===== config.mk =====
export PLATFORM = sky130hd
export DESIGN_NAME = fb_pixel_master
export DESIGN_NICKNAME = d
export VERILOG_FILES = /design/src/rtl/fb_pkg.sv /design/src/rtl/cdc_sync_bit.sv /design/src/rtl/fb_pixel_master.sv
export SDC_FILE = /design/constraint.sdc
export NUM_CORES = 1
export LEC_CHECK = 0
export ABC_AREA = 0
export BUFFER_PORTS_ARGS = -buffer_cell sky130_fd_sc_hd__buf_4
export CAP_MARGIN = 20
export CORE_MARGIN = 2
export CORE_UTILIZATION = 45
export CTS_BUF_LIST = sky130_fd_sc_hd__clkbuf_16
export DETAILED_ROUTE_END_ITERATION = 6
export PLACE_DENSITY = 0.7
export SETUP_SLACK_MARGIN = 0.02
export SLEW_MARGIN = 10
export SYNTH_ARGS = -nofsm -noshare
export SYNTH_HDL_FRONTEND = slang
export SYNTH_SLANG_ARGS = --single-unit

===== constraint.sdc =====
create_clock -name clk -period 3.1 [get_ports clk]
set_clock_uncertainty 0.2 [all_clocks]
set_input_delay 0.155 -clock clk [delete_from_list [all_inputs] [get_ports clk]]
set_output_delay 0.155 -clock clk [all_outputs]
set_load 0.02 [all_outputs]

===== src/rtl/fb_pkg.sv =====
// Shared types for the frame-buffer pixel port: engine states, bus widths and
// the posted command format.
package fb_pkg;
    localparam int PX_ADDR_W = 16;
    localparam int PX_DATA_W = 24;

    typedef enum logic [1:0] {
        ST_IDLE     = 2'd0,
        ST_REQ      = 2'd1,
        ST_ACK_WAIT = 2'd2
    } px_state_e;

    typedef struct packed {
        logic                 write;
        logic [PX_ADDR_W-1:0] addr;
        logic [PX_DATA_W-1:0] wdata;
    } px_cmd_t;
endpackage


===== src/rtl/cdc_sync_bit.sv =====
// Single-bit level synchroniser: a STAGES-deep flop chain with asynchronous
// active-low reset.
module cdc_sync_bit #(
    parameter int STAGES = 2
) (
    input  logic clk,
    input  logic rst_n,
    input  logic d,
    output logic q
);
    logic [STAGES-1:0] sync_q;
    logic [STAGES-1:0] sync_d;

    always_comb begin
        sync_d = {sync_q[STAGES-2:0], d};
    end

    always_ff @(posedge clk or negedge rst_n) begin
        if (!rst_n) begin
            sync_q <= '0;
        end else begin
            sync_q <= sync_d;
        end
    end

    assign q = sync_q[STAGES-1];
endmodule


===== src/rtl/fb_pixel_master.sv =====
// Initiator for the four-phase px_request_a / px_ready handshake: one posted
// command slot, a request engine with timeout, and read-data capture.
module fb_pixel_master
    import fb_pkg::*;
#(
    parameter int SYNC_STAGES    = 2,
    parameter int TIMEOUT_CYCLES = 1024
) (
    input  logic                 clk,
    input  logic                 reset,
    input  logic                 cpu_valid,
    output logic                 cpu_ready,
    input  logic                 cpu_write,
    input  logic [PX_ADDR_W-1:0] cpu_addr,
    input  logic [PX_DATA_W-1:0] cpu_wdata,
    output logic                 cpu_wdone,
    output logic                 cpu_rvalid,
    output logic [PX_DATA_W-1:0] cpu_rdata,
    output logic                 cpu_err,
    output logic                 px_request_a,
    output logic                 px_write,
    output logic [PX_ADDR_W-1:0] px_address,
    output logic [PX_DATA_W-1:0] px_write_data,
    input  logic                 px_ready,
    input  logic [PX_DATA_W-1:0] px_read_data,
    output logic [1:0]           dbg_state
);
    localparam int CNT_W = $clog2(TIMEOUT_CYCLES + 1);
    localparam logic [CNT_W-1:0] CNT_MAX = CNT_W'(TIMEOUT_CYCLES);

    // Handshake: a command moves into the slot on a cycle where cpu_valid and
    // cpu_ready are both 1; cpu_ready is held off only while the slot is full
    // and the engine cannot take it this cycle.
    px_state_e            state_q, state_d;
    logic                 slot_full_q, slot_full_d;
    px_cmd_t              slot_cmd_q, slot_cmd_d;
    px_cmd_t              px_cmd_q, px_cmd_d;
    logic [CNT_W-1:0]     cnt_q, cnt_d, cnt_inc;
    logic                 req_q, req_d;
    logic                 wdone_q, wdone_d;
    logic                 rvalid_q, rvalid_d;
    logic                 err_q, err_d;
    logic [PX_DATA_W-1:0] rdata_q, rdata_d;
    logic                 rdy_s;
    logic                 take;
    logic                 accept;

    cdc_sync_bit #(.STAGES(SYNC_STAGES)) u_rdy_sync (
        .clk   (clk),
        .rst_n (reset),
        .d     (px_ready),
        .q     (rdy_s)
    );

    // A new request is withheld while the previous acknowledge is still seen.
    assign take      = (state_q == ST_IDLE) && slot_full_q && !rdy_s;
    assign cpu_ready = !slot_full_q || take;
    assign accept    = cpu_valid && cpu_ready;

    always_comb begin
        state_d     = state_q;
        slot_full_d = slot_full_q;
        slot_cmd_d  = slot_cmd_q;
        px_cmd_d    = px_cmd_q;
        req_d       = req_q;
        rdata_d     = rdata_q;
        wdone_d     = 1'b0;
        rvalid_d    = 1'b0;
        err_d       = 1'b0;
        cnt_inc     = (cnt_q == CNT_MAX) ? cnt_q : cnt_q + 1'b1;
        cnt_d       = cnt_q;

        if (take) begin
            slot_full_d = 1'b0;
        end
        if (accept) begin
            slot_full_d      = 1'b1;
            slot_cmd_d.write = cpu_write;
            slot_cmd_d.addr  = cpu_addr;
            slot_cmd_d.wdata = cpu_wdata;
        end

        case (state_q)
            ST_IDLE: begin
                if (take) begin
                    px_cmd_d = slot_cmd_q;
                    req_d    = 1'b1;
                    cnt_d    = '0;
                    state_d  = ST_REQ;
                end
            end
            ST_REQ: begin
                cnt_d = cnt_inc;
                // px_read_data has been stable for longer than rdy_s has been high.
                if (rdy_s) begin
                    req_d   = 1'b0;
                    state_d = ST_ACK_WAIT;
                    if (px_cmd_q.write) begin
                        wdone_d = 1'b1;
                    end else begin
                        rvalid_d = 1'b1;
                        rdata_d  = px_read_data;
                    end
                end else if (cnt_inc == CNT_MAX) begin
                    req_d    = 1'b0;
                    state_d  = ST_ACK_WAIT;
                    err_d    = 1'b1;
                    wdone_d  = px_cmd_q.write;
                    rvalid_d = !px_cmd_q.write;
                    if (!px_cmd_q.write) begin
                        rdata_d = '0;
                    end
                end
            end
            ST_ACK_WAIT: begin
                if (!rdy_s) begin
                    state_d = ST_IDLE;
                end
            end
            default: begin
                state_d = ST_IDLE;
            end
        endcase
    end

    always_ff @(posedge clk or negedge reset) begin
        if (!reset) begin
            state_q     <= ST_IDLE;
            slot_full_q <= 1'b0;
            slot_cmd_q  <= '0;
            px_cmd_q    <= '0;
            cnt_q       <= '0;
            req_q       <= 1'b0;
            wdone_q     <= 1'b0;
            rvalid_q    <= 1'b0;
            err_q       <= 1'b0;
            rdata_q     <= '0;
        end else begin
            state_q     <= state_d;
            slot_full_q <= slot_full_d;
            slot_cmd_q  <= slot_cmd_d;
            px_cmd_q    <= px_cmd_d;
            cnt_q       <= cnt_d;
            req_q       <= req_d;
            wdone_q     <= wdone_d;
            rvalid_q    <= rvalid_d;
            err_q       <= err_d;
            rdata_q     <= rdata_d;
        end
    end

    assign cpu_wdone     = wdone_q;
    assign cpu_rvalid    = rvalid_q;
    assign cpu_err       = err_q;
    assign cpu_rdata     = rdata_q;
    assign px_request_a  = req_q;
    assign px_write      = px_cmd_q.write;
    assign px_address    = px_cmd_q.addr;
    assign px_write_data = px_cmd_q.wdata;
    assign dbg_state     = state_q;
endmodule


==> Yosys cells after proc, flatten, opt, wreduce, memory -nomap -nowiden <==
Index checks and enable logic that the tools add are counted.
{ "op_classes": {"addsub": 1, "n_eq_ne": 9, "muxes": 29, "reduce_logical": 16} }
{ "ops": {"columns": ["cell", "n"], "rows": [
  ["$mux 24", 4],
  ["$eq 11x11->1 const B", 2],
  ["$mux 11", 2],
  ["$pmux 11 s2", 1],
  ["$mux 1", 16],
  ["$add 11x1->11 const B", 1],
  ["$mux 2", 4],
  ["$ne 2x2->1 const B", 4],
  ["$pmux 2 s3", 1],
  ["$reduce_and 3->1", 2],
  ["$reduce_bool 2->1", 3],
  ["$reduce_and 2->1", 2],
  ["$reduce_and 4->1", 1],
  ["$logic_and 1x1->1", 3],
  ["$logic_not 1->1", 3],
  ["$ne 3x2->1 const B", 1],
  ["$eq 2x1->1 const B", 1],
  ["$eq 2x2->1 const B", 1],
  ["$logic_not 2->1", 1],
  ["$pmux 1 s2", 1],
  ["$logic_or 1x1->1", 1]
]} }
{ "word_totals": {"regBits": 126, "input_bits": 69, "out_inout_bits": 72, "wordCells": 70} }

==> Longest topological paths before layout <==
Gate-level depths: netlist of run 1.
{ "depth": {"depth_word": 6, "mapped_depth": 9} }

==> Modules after synthesis <==
Synthesis of run 1 repeated with hierarchy kept, for this count alone.
{ "hier_totals": {"cells_unflattened": 519, "hier_area_um2": 5462.7} }
{ "modules_own_cells": {"columns": ["module", "instances", "cells_per_inst", "area_per_inst_um2"], "rows": [
  ["fb_pixel_master", 1, 517, 5412.7],
  ["cdc_sync_bit", 1, 2, 50.0]
]} }

==> Worst setup path after synthesis of run 1 <==
No wires, ideal clock.
{ "synth_path": {"path_kind": "flip-flop to flip-flop", "startpoint": "reg cnt_q[0]", "endpoint": "reg rdata_q[13], in the netlist cpu_rdata[13]", "arrival_time_ns": 2.471, "required_time_ns": 2.781, "setup_slack_ns": 0.310, "path_stages_with_launch": 10, "synth_period_minus_slack_ns": 2.790, "cell_sequence": "dfrtp_1 -> ha_1 -> and4_1 -> buf_4 -> nand2_2 -> a211o_1 -> or4_4 -> nor4_4 -> buf_6 -> nor2_2"} }
{ "synth_between": {"elab_chain_cells": 5, "elab_cells_between_ends": 7} }
{ "synth_rtl": {"columns": ["item", "line", "source"], "rows": [
  ["start: declaration", "fb_pixel_master.sv:38", "logic [CNT_W-1:0] cnt_q, cnt_d, cnt_inc;"],
  ["start signal: assignment", "fb_pixel_master.sv:143", "cnt_q <= cnt_d;"],
  ["$add 11x1->11 / $eq 11x11->1 (equally long branches)", "fb_pixel_master.sv:70", "cnt_inc = (cnt_q == CNT_MAX) ? cnt_q : cnt_q + 1'b1;"],
  ["$mux 11 *", "fb_pixel_master.sv:70", null],
  ["$eq 11x11->1 *", "fb_pixel_master.sv:104", "end else if (cnt_inc == CNT_MAX) begin"],
  ["$ne 2x2->1 (no source line) / $reduce_bool 2->1 (equally long branches)", null, null],
  ["$reduce_and 4->1 (no source line) *", null, null],
  ["end signal: assignment", "fb_pixel_master.sv:148", "rdata_q <= rdata_d;"],
  ["end: declaration", "fb_pixel_master.sv:43", "logic [PX_DATA_W-1:0] rdata_q, rdata_d;"]
]} }
Mark *: on every way between the ends. The rest lies on a longest branch, timed or not.
A chain may end at the register's enable or synchronous reset.

==> Worst setup path after layout of run 1 <==
{ "layout_path": {"startpoint": "reg cnt_q[0]", "endpoint": "reg rdata_q[0], in the netlist cpu_rdata[0]"} }
The elaborated chain is that of the path after synthesis.

==> results summary, run 1 <==
The run finished with clean final reports. The internal power component came out at 4.847 mW. The count of flip-flops with a built-in enable after synthesis came out at 0. The max-cap violation count is 0. The number of primary I/O pins is approximately 140. The maximum resistive drop on vdd came out at about 0.5 mV. Routability-driven placement finished with a final weighted congestion of 0.8868. The count of nets left with antenna violations once routing finished came out at 0. The number of nets handed over by synthesis was 544. Static timing analysis puts the maximum clock frequency at 342.7 MHz. Of the total power, registers draw a little under two fifths.

The die area came out at 0.01257 mm^2. Data on the critical path is required at its endpoint by 3.19 ns. The worst hold path belongs to the class reg2reg. The post-synthesis cell type with the largest combined area is sky130_fd_sc_hd__dfrtp_1.

The leftover overflow at the end of global routing came out at 0. The setup violation total in the final timing report is 0. In the routed design, unresolved DRC markers number 0. Walking the worst path, the cells encountered are ha_2 -> and4_2 -> nand2_2 -> a211o_1 -> or4_4 -> nor4_4 -> buf_12 -> nor2_1. The number of optimization iterations in the first detailed-route pass came out at 4. The largest individual stage delay along the critical path comes from the cell sky130_fd_sc_hd__or4_4. The top cell type by area accounts for 59.94% of the synthesized area.

The total wirelength of the detailed-routed design came out at 13.01 mm. The clock net sink count came out at 126. The worst-case headroom to the max-slew limit is ~45%.

The power density over cell area came out at between 900 and 1000 mW/mm^2. The register area share after synthesis came out at 59.94%. The clock share of power is 23.8%. The starting utilization of the core area came out at 46.07%. The pin count of the biggest net entering global routing came out at 66. The minimum setup slack among reg-to-reg paths is 0.18 ns. Ranked by total cell area, the synthesized netlist is headed by sky130_fd_sc_hd__dfrtp_1, sky130_fd_sc_hd__nand2_1, sky130_fd_sc_hd__mux2_2. The number of CTS-inserted buffers is 17. The data arrival time at the worst-slack endpoint is 3.00 ns.

The count of final max-slew check failures is 0. Global routing used 21.40% of the available tracks across all layers. The share of post-route cells with drive strength above 1 is ~34%. The number of antenna violations at the first check in global routing is 0. The count of input and output buffers came out at 140. The first-pass GRT wire length is about 21 mm.

After filler insertion, the fill cell instance count of the layout stands at 835. From bottom edge to top edge, the die measures between 100 and 150 um. The initialized floorplan defines 39 standard-cell rows.

The number of global-route vias before repair came out at 4454. For this design the static power due to leakage is 3.861 nW. The number of warnings reported in the yosys synthesis log came out at 0. In the synthesized netlist the dominant register cell turns out to be sky130_fd_sc_hd__dfrtp_1. The fraction of power consumed by combinational cells came out at 38.8%. The maximum number of buffers from clock root to sink is 2.

A synthesized cell averages 11.12 um^2. The total negative setup slack came out at 0 ns. The final critical-path required period is 2.918 ns. The largest single stage delay on the critical path is 0.56 ns. The critical-path maximum fanout is 24.

The number of register bits inferred by synthesis came out at 126. The repair_antennas step left the layout with diodes totalling 0. The final worst slack is 0.1820 ns. The final number of hold-violating endpoints is 0. The post-synth design cell area came out at 0.005260 mm^2. Relative to the synthesized area, the layout overhead comes to 45.86%. The clock-pin transition on the worst setup and hold timing paths came out at approximately 0.050 ns. The net switching fraction of the power is 36.23%. The tree is rooted in a sky130_fd_sc_hd__clkbuf_16.

The worst setup path is captured at a flip-flop. The worst setup path is launched from a flip-flop. The post-detailed-placement half-perimeter wirelength is 7.912 mm. The violation count after the first detailed-routing iteration came out at 254.

The total number of H-tree levels came out at 4. In this run the post-CTS setup repair buffer count came out at 0. After technology mapping, the gate count stands at 473. The most common library cell in the layout ignoring fill and taps is sky130_fd_sc_hd__buf_4. The horizontal extent of the die came out at 112.1 um. The switching power summed over all nets came out at 2.754 mW.

The placeable core region came out at 0.01142 mm^2. The top cell types in the final layout, fill and taps aside, are sky130_fd_sc_hd__buf_4, sky130_fd_sc_hd__nand2_1, sky130_fd_sc_hd__dfrtp_1. For the pin with the worst max-slew slack, the measured transition is 0.8283 ns. The type of the worst setup path is reg2reg. The synthesized netlist contains 48 unique library cells.

The total number of vias is between 4000 and 5000. The async set-reset flop share out of synthesis is 100.0%. The layout net count is 751. TritonCTS built the clock tree. Setup repair after global routing left no endpoint under its margin. The later pin in the worst-skew pair is clocked with a latency of about 0.41 ns. The mean number of vias per cell is 5.014. The final routed wire length divided by cell count is 15.62 um. Of the available clock period, the critical path in the final layout requires 94.13%. OpenSTA, run right after detailed placement, puts the worst setup slack at 0.1236 ns.
[sequential cells by signal, summed over array words and instances (netlist names)]
signal and flops:
slot_cmd_q 41, cpu_rdata 24, px_write_data 24, px_address 16, cnt_q 11, dbg_state 2, u_rdy_sync.sync_q 2, cpu_err 1
cpu_rvalid 1, cpu_wdone 1, px_request_a 1, px_write 1, slot_full_q 1
[kinds of logic (layout without fill, tap and decap cells)]
logic type,count (synthesis),after routing,share of synthesized area [%]
AND/OR/NAND/NOR,204,204,18.15
AO/OA/AOI/OAI,39,39,4.567
buffers and inverters,33,250,2.854
flip-flops,126,126,59.94
multiplexers,65,65,13.34
adder cells (fa/ha/maj),2,2,0.4757
XOR/XNOR,4,4,0.6662
[through the flow]
step	hold slack, ns	util, %	std cells	total power, mW	area [um^2]
6_report	0.1460	67.19	833	7.601	7672
5_1_grt	0.1723	67.19	833	8.071	7672
4_1_cts	0.1519	67.16	833	7.651	7669
3_5_place_dp	0.06931	56.53	736	5.729	6455
3_3_place_gp	0.06827	56.53	736	5.617	6455
2_1_floorplan	-0.3406	-	473	4.522	5260
[routing by layer]
layer	part of all wire [%]	vias up	global-route usage [%]
met2	50	149	36.14
met3	7.4	13	9.017
li1	-	1996	-
met5	0	-	0
met4	1.0	0	5.447
met1	42	2019	25.47
[power by group through the flow]
| stage | registers, mW | logic, mW | clock network [mW] |
|---|---|---|---|
| 2_1_floorplan | 3.29 | 1.23 | 0 |
| 3_5_place_dp | 2.84 | 2.89 | 0 |
| 4_1_cts | 2.84 | 2.97 | 1.85 |
| 3_3_place_gp | 2.80 | 2.81 | 0 |
| 5_1_grt | 2.94 | 3.22 | 1.92 |
| 6_report | 2.84 | 2.95 | 1.81 |
[critical path: cells and delay by family, from the launching register on]
family / cells / cell delay (ns)
buf+inv: 1 / 0.23
simple gates: 5 / 1.34
flops: 1 / 0.44
compound gates: 1 / 0.29
fa+ha+maj: 1 / 0.28
[cell type report]
class | count | area (um^2) | share of cell area, %
clock inverter | 12 | 107.6 | 1.402
timing repair buffer | 217 | 1824 | 23.78
clock buffer | 17 | 425.4 | 5.545
multi-input combinational | 314 | 1968 | 25.65
sequential | 126 | 3153 | 41.10
inverter | 4 | 15.01 | 0.1957
tap | 143 | 178.9 | 2.332
[Yosys cell counts, drive strengths merged (5+ instances only)]
master  count
clkbuf     19
nand4       6
nand2     132
buf        10
mux2i      24
mux2       41
nand3       5
o21ai      19
nor2       33
nand2b      6
dfrtp     126
[worst paths after layout]
path | from | to | depth (start not counted)
worst max-delay path | cnt_q[0] | cpu_rdata[0] | 8
min in group asynchronous | reset | cpu_rdata[7] | 2
worst max register to register | cnt_q[0] | cpu_rdata[0] | 8
worst min-delay path | u_rdy_sync.sync_q[0] | u_rdy_sync.sync_q[1] | 0
worst min register to register | u_rdy_sync.sync_q[0] | u_rdy_sync.sync_q[1] | 0
max in group asynchronous | reset | cnt_q[7] | 3
[timing repair]
action	in CTS	in global routing
endpoints found under the hold margin	130	0
gates resized for setup	0	2
hold buffers	68	0
setup endpoints to repair	0	24
No activity file was read; power rests on OpenSTA's default activity.
==> inputs of run 2 (changes only) <==
--- a/config.mk
+++ b/config.mk
@@ -5,13 +5,13 @@
 export SDC_FILE = /design/constraint.sdc
 export NUM_CORES = 1
 export LEC_CHECK = 0
-export ABC_AREA = 0
+export ABC_AREA = 1
 export BUFFER_PORTS_ARGS = -buffer_cell sky130_fd_sc_hd__buf_4
 export CAP_MARGIN = 20
-export CORE_MARGIN = 2
 export CORE_UTILIZATION = 45
 export CTS_BUF_LIST = sky130_fd_sc_hd__clkbuf_16
 export DETAILED_ROUTE_END_ITERATION = 6
+export GPL_TIMING_DRIVEN = 0
 export PLACE_DENSITY = 0.7
 export SETUP_SLACK_MARGIN = 0.02
 export SLEW_MARGIN = 10
==> run 2 against run 1 <==
  * Non-clock buffer count is 19 higher
  * Sequential power shrank 2%
  * Sequential cell count unchanged
  * Maximum frequency up 20%
  * Critical endpoint is now slot_cmd_q[17]
  * Highest routed layer unchanged
==> results summary, run 2 <==
The classification of the worst-slack hold path is in2async. The first-pass GRT wire length is 21.96 mm (+2.3%). The data required time of the worst path is 3.17 ns (-0.02 ns). The number of rows in the core area is 38 (-2.6%).

The total negative setup slack came to 0 ns (unchanged). The number of hold-repair buffers added at the cts stage was 67 (-1.5%). The maximum number of buffers from clock root to sink is 2 (unchanged). The clock share of power is 25.0% (+1.2 points). The most common library cell in the layout ignoring fill and taps is sky130_fd_sc_hd__buf_4.

The worst-case headroom to the max-slew limit came out at 65.99% (+21 points). The number of primary I/O pins came out at 141 (unchanged). The reported leakage power came out at 3.854 nW (-0.19%). The post-synthesis cell type with the largest combined area is sky130_fd_sc_hd__dfrtp_1.

The die height came out at 108.4 um (-3.3%). The antenna violation net count after detailed routing came out at 0 (unchanged). The number of register bits inferred by synthesis is 126 (unchanged). The type of the worst setup path is reg2reg. The actual slew at the worst max-slew pin came to 0.5101 ns (-0.3182 ns). The share of post-route cells with drive strength above 1 came out at 24.27% (-9.6 points).

The fraction of power consumed by combinational cells came out at 39.1% (+0.3 points). The total number of H-tree levels came out at 4 (unchanged). From synthesis to final layout, the design area changed by 49.25%. The number of antenna violations at the first check in global routing came out at 0 (unchanged). The final worst-path cycle share is 78.60% (-16 points). The clock insertion delay at the later pin of the skew report came to 0.41 ns (about the same). The count of flip-flops with a built-in enable after synthesis is 0 (unchanged). The clock net sink count is 126 (unchanged). The length in cells of the worst reg-to-reg path came out at 7 (-1). The routability congestion estimate came to 0.8806 (-0.70%). The area taken by flip-flops and latches came to 0.003153 mm^2 (unchanged). The number of CTS-inserted buffers came out at 17 (unchanged). Sorting the synthesized cells by area gives the leading types as sky130_fd_sc_hd__dfrtp_1, sky130_fd_sc_hd__nand2_1, sky130_fd_sc_hd__inv_1. The final routed wire length divided by cell count came out at 14.36 um (-8.1%). The post-route non-filler standard cell count was 927 (+11%). The layout net count came out at 845 (+13%). The count of final max-slew check failures is 0 (unchanged). The flip-flop count of the largest register, all copies and words added came to 41 (unchanged). The total number of vias is 4624 (+11%).

The worst-case hold slack is 0.06724 ns (-0.07872 ns). The final critical-path required period was 2.437 ns (-0.4813 ns). The pin count of the biggest net entering global routing came out at 75 (+14%). For this run, the leading register cell type out of synthesis is sky130_fd_sc_hd__dfrtp_1.

The final worst slack is 0.6633 ns (+0.4813 ns). The number of library cell types mapped by synthesis was 27 (-44%). The synthesized net count is 618 (+14%). The maximum resistive drop on vdd came out at 0.5365 mV (+8.7%). The count of input and output buffers was 140 (unchanged). The leftover overflow at the end of global routing is 0 (unchanged). The number of global-route vias before repair is 4702 (+5.6%). The post-detailed-placement half-perimeter wirelength is 8.632 mm (+9.1%). The switching power summed over all nets is 2.926 mW (+6.2%). The combined global-route utilization of all metal layers is 24.27% (+2.9 points). The TritonCTS clock tree is yes.

The filler cell count was 840 (+0.60%). The highest clock rate is 410.4 MHz (+20%). The flow ran to the end, and the final reports show no timing, DRC or antenna violations.

Ranked by flip-flop count, first place goes to slot_cmd_q. The total cell area at the placement stage is 0.006351 mm^2 (-1.6%). The register area share after synthesis came to 61.90% (+2.0 points). In this run the critical register-to-register path is launched from u_rdy_sync.sync_q[1]. Leaving out fill and tap cells, the most frequent cells in the layout are sky130_fd_sc_hd__buf_4, sky130_fd_sc_hd__dfrtp_1, sky130_fd_sc_hd__nand2_1.

The power density over cell area was 1018 mW/mm^2 (+2.7%). STA classifies the critical path startpoint as a flip-flop. The die area was 0.01175 mm^2 (-6.5%). The cell count after synthesis came to 547 (+16%). The number of optimization iterations in the first detailed-route pass came out at 5 (+1). The data arrival time at the worst-slack endpoint is 2.50 ns (-0.50 ns). The area share of the largest cell type after synthesis came out at 61.90% (+2.0 points).

The final instance area is 0.007602 mm^2 (-0.91%). The async set-reset flop share out of synthesis was 100.0% (unchanged). The total wirelength of the detailed-routed design was 13.31 mm (+2.3%). The final number of hold-violating endpoints is 0 (unchanged). The post-synth design cell area came out at 0.005094 mm^2 (-3.2%). The area of the multi-input gates came out at 0.001587 mm^2 (-19%). The worst setup path is captured at a flip-flop. The DRC violation count after routing came to 0 (unchanged).

The reg-to-reg critical path endpoint is slot_cmd_q[17]. The antenna diode count is 0 (unchanged). The max-cap violation count came to 0 (unchanged).

The net switching fraction of the power came out at 37.81% (+1.6 points). The mean number of vias per cell was 4.988 (-0.52%). The placeable core region came out at 0.01094 mm^2 (-4.2%). The internal power component is 4.811 mW (-0.74%). The most common cell in the synthesized netlist is sky130_fd_sc_hd__dfrtp_1. The pre-CTS worst setup slack came out at 0.6807 ns (+0.5570 ns).

The setup violation total in the final timing report came to 0 (unchanged). The cell count after placement is 828 (+13%). The post-synthesis area per instance is 9.312 um^2 (-16%). The clock-pin transition on the worst setup and hold timing paths came to 0.05 ns (about the same). The sequential fraction of design power came out at 35.9% (-1.5 points).

The violation count after the first detailed-routing iteration is 230 (-9.4%). The number of warnings reported in the yosys synthesis log is 0 (unchanged). The number of setup buffers added after CTS is 0 (unchanged). Setup repair after global routing left no endpoint under its margin. The critical-path maximum fanout is 10 (-58%). The clock root buffer master is sky130_fd_sc_hd__clkbuf_16. In the synthesized netlist, the cells that appear most often are sky130_fd_sc_hd__dfrtp_1, sky130_fd_sc_hd__nand2_1, sky130_fd_sc_hd__inv_1, sky130_fd_sc_hd__nor2_1, sky130_fd_sc_hd__a21oi_1. The minimum setup slack among reg-to-reg paths was 0.66 ns (+0.48 ns). The starting utilization of the core area is 46.58% (+0.51 points). The horizontal extent of the die is 108.4 um (-3.3%). The count of cells resized by post-cts repair came out at 0 (unchanged).
## run 2: cell count changes in the layout (fill, tap and decap cells not counted), sizes merged, moves of 6 or more
cell / delta
a21oi: +38
clkbuf: +20
inv: +56
mux2: -40
mux2i: -24
nand2: -7
nand2b: -6
nand3: +8
nand4: +20
nor2: +26
o21ai: +22
o22ai: +9
## run 2: how the worst max path moves through the flow
stage | endpoint | depth (start not counted) | startpoint | slack [ns]
after floorplan | cpu_rdata[16] | 12 | cnt_q[0] | 1.07
after global placement | cpu_rdata[19] | 12 | cnt_q[1] | 0.74
after detailed placement | cpu_rdata[12] | 12 | cnt_q[0] | 0.68
after CTS | cpu_rdata[12] | 12 | cnt_q[0] | 0.66
after global routing | cpu_rdata[17] | 12 | cnt_q[1] | 0.44
final | slot_cmd_q[17] | 7 | u_rdy_sync.sync_q[1] | 0.66
## run 2: worst max-delay path, stage by stage, from the launching register on
cell and delay (ns):
sky130_fd_sc_hd__dfrtp_1 0.32, sky130_fd_sc_hd__clkbuf_1 0.28, sky130_fd_sc_hd__inv_1 0.13, sky130_fd_sc_hd__nand4_1 0.21, sky130_fd_sc_hd__nand2_1 0.19, sky130_fd_sc_hd__nand2_1 0.35
sky130_fd_sc_hd__clkbuf_1 0.43, sky130_fd_sc_hd__a21oi_1 0.16
## run 2: area by class of cell
cell class	count	area share (%)
Buffer	28	1.646
Tap cell	140	2.304
Clock inverter	15	2.041
Timing Repair Buffer	208	23.06
Inverter	61	3.012
Clock buffer	17	5.596
Multi-Input combinational cell	332	20.87
Sequential cell	126	41.47
## run 2: per-layer routing
metal  routed length (um)  part of all wire [%]  GRT usage [%]  vias to the layer above
met1                 5629                    42          29.23                     2207
met4                  263                   2.0          10.33                        0
li1                     -                     -              -                     2220
met3                  798                   6.0          6.570                       28
met5                    0                     0              0                        -
met2                 6621                    50          40.99                      169
## run 2: cell families (layout without fill, tap and decap cells)
| family | count (synthesis) | count (layout) | share of synthesized area [%] |
|---|---|---|---|
| AOI/OAI and AO/OA | 96 | 96 | 9.801 |
| xor gates and xnor gates | 5 | 5 | 1.007 |
| adders and majority gates | 2 | 2 | 0.4912 |
| buffers and inverters | 89 | 329 | 6.952 |
| DFF | 126 | 126 | 61.90 |
| muxes | 1 | 1 | 0.2211 |
| and+or+nand+nor | 228 | 228 | 19.63 |
## run 2: power groups by stage
stage	Sequential [mW]	Clock (mW)	Combinational, mW
global placement	2.75	0	2.88
finish	2.78	1.93	3.03
floorplan	3.28	0	1.18
detailed placement	2.78	0	2.96
global route	2.85	2.06	3.35
CTS	2.77	1.97	3.04
## run 2: per-stage QoR
step           util, %  power (mW)
6_report         69.52       7.737
5_1_grt          69.52       8.255
4_1_cts          69.52       7.776
3_5_place_dp     58.08       5.742
3_3_place_gp     57.79       5.625
2_1_floorplan        -       4.459
